## config.mk

```make
export PLATFORM = sky130hd
export DESIGN_NAME = irst_inst_derandomizer
export DESIGN_NICKNAME = d
export VERILOG_FILES = /design/src/rtl/irst_inst_derandomizer.sv
export SDC_FILE = /design/constraint.sdc
export NUM_CORES = 1
export LEC_CHECK = 0
export ABC_AREA = 0
export CAP_MARGIN = 20
export CORE_MARGIN = 4
export CORE_UTILIZATION = 52
export DETAILED_ROUTE_END_ITERATION = 10
export GPL_ROUTABILITY_DRIVEN = 0
export PLACE_DENSITY = 0.81
export SLEW_MARGIN = 10
export SYNTH_ARGS = -nofsm -noshare
export SYNTH_HDL_FRONTEND = slang
export SYNTH_SLANG_ARGS = --single-unit
export TNS_END_PERCENT = 30
```

## constraint.sdc

```tcl
create_clock -name clk -period 2.9 [get_ports clk]
set_input_delay 0.435 -clock clk [delete_from_list [all_inputs] [get_ports clk]]
set_output_delay 0.435 -clock clk [all_outputs]
set_load 0.03 [all_outputs]
```

## src/rtl/irst_inst_derandomizer.sv

```systemverilog
// Fetch-path derandomizer: XORs each fetched word with the key it was stored under,
// tracking the in-flight re-randomization sweep and committing the new key at its end.
module irst_inst_derandomizer #(
  parameter int          PC_WIDTH  = 8,
  parameter logic [15:0] KEY_RESET = 16'h0000
) (
  input  logic                clk,
  input  logic                rst,
  input  logic                fetch_en,
  input  logic [PC_WIDTH-1:0] pc,
  input  logic [15:0]         rand_inst,
  input  logic                key_load,
  input  logic [15:0]         key_in,
  input  logic                sweep_we,
  input  logic [PC_WIDTH-1:0] sweep_addr,
  output logic [15:0]         instruction,
  output logic                busy,
  output logic                sweep_done,
  output logic [3:0]          key_epoch,
  output logic                err
);

  typedef enum logic [1:0] {
    ST_IDLE   = 2'd0,
    ST_SWEEP  = 2'd1,
    ST_COMMIT = 2'd2
  } state_e;

  localparam logic [PC_WIDTH:0] PTR_END = {1'b1, {PC_WIDTH{1'b0}}};

  state_e              state_q, state_d;
  logic [15:0]         cur_key_q, cur_key_d;
  logic [15:0]         new_key_q, new_key_d;
  logic [PC_WIDTH:0]   sweep_ptr_q, sweep_ptr_d;
  logic [3:0]          key_epoch_q, key_epoch_d;
  logic                err_q, err_d;
  logic [15:0]         instruction_q, instruction_d;
  logic [15:0]         sel_key_s;

  // Key select: pre-increment pointer, so a same-cycle fetch/write of one word uses the old key
  always_comb begin
    sel_key_s = cur_key_q;
    if (state_q == ST_COMMIT) begin
      sel_key_s = new_key_q;
    end else if ((state_q == ST_SWEEP) && ({1'b0, pc} < sweep_ptr_q)) begin
      sel_key_s = new_key_q;
    end else begin
      sel_key_s = cur_key_q;
    end
  end

  // Next-state logic for sweep tracking, key commit, error flag and output register
  always_comb begin
    state_d       = state_q;
    cur_key_d     = cur_key_q;
    new_key_d     = new_key_q;
    sweep_ptr_d   = sweep_ptr_q;
    key_epoch_d   = key_epoch_q;
    err_d         = err_q;
    instruction_d = instruction_q;

    if (fetch_en) begin
      instruction_d = rand_inst ^ sel_key_s;
    end else begin
      instruction_d = instruction_q;
    end

    case (state_q)
      ST_IDLE: begin
        if (key_load) begin
          new_key_d   = key_in;
          sweep_ptr_d = {(PC_WIDTH + 1){1'b0}};
          state_d     = ST_SWEEP;
        end else begin
          state_d = ST_IDLE;
        end
        if (sweep_we) begin
          err_d = 1'b1;
        end else begin
          err_d = err_q;
        end
      end
      ST_SWEEP: begin
        if (sweep_we) begin
          if ({1'b0, sweep_addr} == {1'b0, sweep_ptr_q[PC_WIDTH-1:0]}) begin
            sweep_ptr_d = sweep_ptr_q + {{PC_WIDTH{1'b0}}, 1'b1};
            if (sweep_ptr_d == PTR_END) begin
              state_d = ST_COMMIT;
            end else begin
              state_d = ST_SWEEP;
            end
          end else begin
            err_d = 1'b1;
          end
        end else begin
          sweep_ptr_d = sweep_ptr_q;
        end
        if (key_load) begin
          err_d = 1'b1;
        end else begin
          err_d = err_d;
        end
      end
      ST_COMMIT: begin
        cur_key_d   = new_key_q;
        key_epoch_d = key_epoch_q + 4'd1;
        state_d     = ST_IDLE;
        if (key_load) begin
          err_d = 1'b1;
        end else begin
          err_d = err_q;
        end
      end
      default: begin
        state_d = ST_IDLE;
      end
    endcase
  end

  // State and output registers
  always_ff @(posedge clk or posedge rst) begin
    if (rst) begin
      state_q       <= ST_IDLE;
      cur_key_q     <= KEY_RESET;
      new_key_q     <= 16'h0000;
      sweep_ptr_q   <= {(PC_WIDTH + 1){1'b0}};
      key_epoch_q   <= 4'd0;
      err_q         <= 1'b0;
      instruction_q <= 16'h0000;
    end else begin
      state_q       <= state_d;
      cur_key_q     <= cur_key_d;
      new_key_q     <= new_key_d;
      sweep_ptr_q   <= sweep_ptr_d;
      key_epoch_q   <= key_epoch_d;
      err_q         <= err_d;
      instruction_q <= instruction_d;
    end
  end

  assign instruction = instruction_q;
  assign busy        = (state_q != ST_IDLE);
  assign sweep_done  = (state_q == ST_COMMIT);
  assign key_epoch   = key_epoch_q;
  assign err         = err_q;

endmodule
```

==> impl_metrics.toml <==
[clock_tree]
cts.path.max_buffers = 2
cts.htree.levels = 3
cts.clk_slew.worst_paths_ns = 0.07
cts_resized = 0
post_cts_buffers = 0
cts-root-buf = "clkbuf_8"
cts_made_buffers = 9
cts_tree = "done"
clk_latency_ns = 0.34
holdBufCountCts = 0
clock_sinks = 64

[worst_setup_path]
required_ns = 2.47
path_cells = "inv_1 -> ha_1 -> buf_4 -> clkdlybuf4s50_1"
crit_arrival_ns = 2.11
crit_path_start_kind = "flop"
slowest_stage = "clkdlybuf4s50_1"
crit_type = "flop to primary output"
critPathMaxFanout = 23
reg2reg_slack_ns = 0.52
cpPeakStageDelay_ns = 0.74
endpoint_kind = "primary output"
critPathTopFamily = "buffers and inverters"
critPathBufInv = 3

[power_and_ir_drop]
powerDensity_nw_per_um2 = 615
ir_drop_uv = 337
leakage_uw = 0.00200

[sta]
worst_slack_ns = 0.352
rsz0062_at_grt = "false"
finalSetupTns_ns = 0
clock.fmax_ghz = 0.393
min_period_over_period_pct = 87.9
finalHoldViolCount = 0
timing.hold.ws_ns = 0.359
finalCriticalPeriod_ns = 2.55
worst_pin_slew_ns = 0.702
drv_slew = 0
slew_headroom_pct = 52.9
fin_skew_ns = 0.00623
setup_viol = 0

[layout]
final_area_um2 = 4730
nets = 489
diodes = 0
syn_to_final_growth_pct = 28.8
drive_gt1_share_pct = 7.71
fin_cells = 524

[yosys]
yosys_warnings = 0
seq_area_frac_synth_pct = 43.6
synthCells = 348
syn_area_um2 = 3680
synth_edf_count = 0
synthesis.nets = 413
synth_seq_cells = 64
avgSynthCellArea_um2 = 10.6
synth.distinct_cells = 47
synth_flop_cell = "dfrtp_1"
async_reset_ff_share_pct = 100

[grt]
grt-ovfl-total = 0
grt_pass1_wl_um = 14900
grt_pass1_vias = 3068
grt.total_usage_pct = 21.9
grt_start_max_net_pins = 54
antenna_found_initial = 0

[die]
coreArea_um2 = 6830
initial_core_util_pct = 53.8
row_count = 30
chipHeight_um = 92.1
die_w_um = 92.1
ios = 76
die-area_um2 = 8480

[route]
finalWirelength_um = 8830
ant_nets = 0
viasPerCell = 5.86
routedWlPerCell_um = 16.9
vias = 3069
dr.first_iter.drc_count = 164
dr.pass1.iters = 5
route.detailed.drc = 0

[hold_path]
min_path_type = "input pin to async pin"

[placement]
port_buffers = 75
numPlacedInstances = 509
pre_cts_ws_ns = 0.320
dpl.hpwl_um = 6100
placed_area_um2 = 4550

[run_status]
status = "finished, final reports clean"

[flow_run]
cap_viol_max_count = 0
registers in the layout (all words and copies together), names as in the netlist:
name and count:
key_epoch 4, cur_key_q 16, new_key_q 16, sweep_ptr_q 9, err 1, instruction 16, state_q 2
cells in the mapped netlist, types with 6 or more instances:
library cell | count | area share [%]
inv_1 | 13 | 1.3
clkbuf_1 | 13 | 1.3
ha_1 | 12 | 4.1
nand3_1 | 11 | 1.5
nand2_1 | 13 | 1.3
dfrtp_1 | 64 | 44
xor2_1 | 9 | 2.1
a21oi_1 | 33 | 4.5
nand3b_1 | 65 | 13
a211o_1 | 16 | 3.8
o211ai_1 | 6 | 1.2
mux2_1 | 31 | 9.5
placed cells by master (no fill, tap or decap), types with 5 or more instances in the layout:
| cell type | synthesis | routed |
|---|---|---|
| a211o_1 | 16 | 16 |
| a21oi_1 | 33 | 33 |
| buf_4 | 0 | 8 |
| clkbuf_8 | 0 | 10 |
| clkdlybuf4s50_1 | 0 | 74 |
| dfrtp_1 | 64 | 64 |
| ha_1 | 12 | 12 |
| inv_1 | 13 | 12 |
| mux2_1 | 31 | 31 |
| nand2_1 | 13 | 13 |
| nand3_1 | 11 | 11 |
| nand3b_1 | 65 | 65 |
| nand4_1 | 5 | 5 |
| nor3_1 | 5 | 5 |
| o211ai_1 | 6 | 6 |
| xor2_1 | 9 | 9 |
metal layers:
metal,share of wire [%],GRT usage [%]
met1,45,29.9
met2,48,34.7
met3,6.3,4.76
met4,0.94,6.93
met5,0,0
logic make-up (layout without fill, tap and decap cells):
group,count (synthesis),count (layout),share of synthesized area (%)
flip-flops,64,64,43.6
buffers and inverters,34,114,3.61
XOR/XNOR,11,11,2.62
adder cells (fa/ha/maj),12,12,4.08
AND/OR/NAND/NOR,116,116,21.6
AO/OA/AOI/OAI,77,77,14.2
multiplexers,34,34,10.4
where the power goes:
part | total [uW] | switching (uW) | internal (uW) | leakage, uW
registers | 1240 | 167 | 1070 | 0.000822
clock network | 749 | 334 | 415 | 0.0000925
logic | 923 | 491 | 433 | 0.00109
total | 2910 | 992 | 1920 | 0.00200
worst reg2reg max path: stages (launching register included):
cell and delay [ns]:
dfrtp_1 0.46, inv_1 0.14, ha_1 0.30, nor3b_1 0.38, o2111a_1 0.29, a221o_1 0.15, buf_4 0.23, a21oi_1 0.08
a211o_1 0.24
metrics by stage:
step                util (%)  power (uW)
finish                  69.3        2910
global route            69.3        3060
CTS                     69.3        2930
detailed placement      66.6        2170
global placement        66.6        2130
floorplan                  -        1790
final cells by class:
class / instances / area [um^2]
fill: 549 / 2100
multi-input combinational: 250 / 1940
sequential: 64 / 1600
timing repair buffer: 84 / 826
clock buffer: 12 / 145
tap: 96 / 120
inverter: 15 / 56.3
clock inverter: 3 / 42.5
path summary, 6_finish.rpt:
| kind | from | end | cells past startpoint |
|---|---|---|---|
| min in group clk | key_epoch[3]$_DFFE_PP0P_ | key_epoch[3]$_DFFE_PP0P_ | 1 |
| worst max-delay path | state_q[0]$_DFFE_PP0P_ | sweep_done | 4 |
| worst max register to register | sweep_ptr_q[7]$_DFFE_PP0P_ | instruction[6]$_DFFE_PP0P_ | 8 |
| worst min register to register | key_epoch[3]$_DFFE_PP0P_ | key_epoch[3]$_DFFE_PP0P_ | 1 |
| max in group asynchronous | rst | instruction[14]$_DFFE_PP0P_ | 3 |
| worst min-delay path | rst | key_epoch[3]$_DFFE_PP0P_ | 2 |
Note: power is estimated with default switching activity, not from simulation.
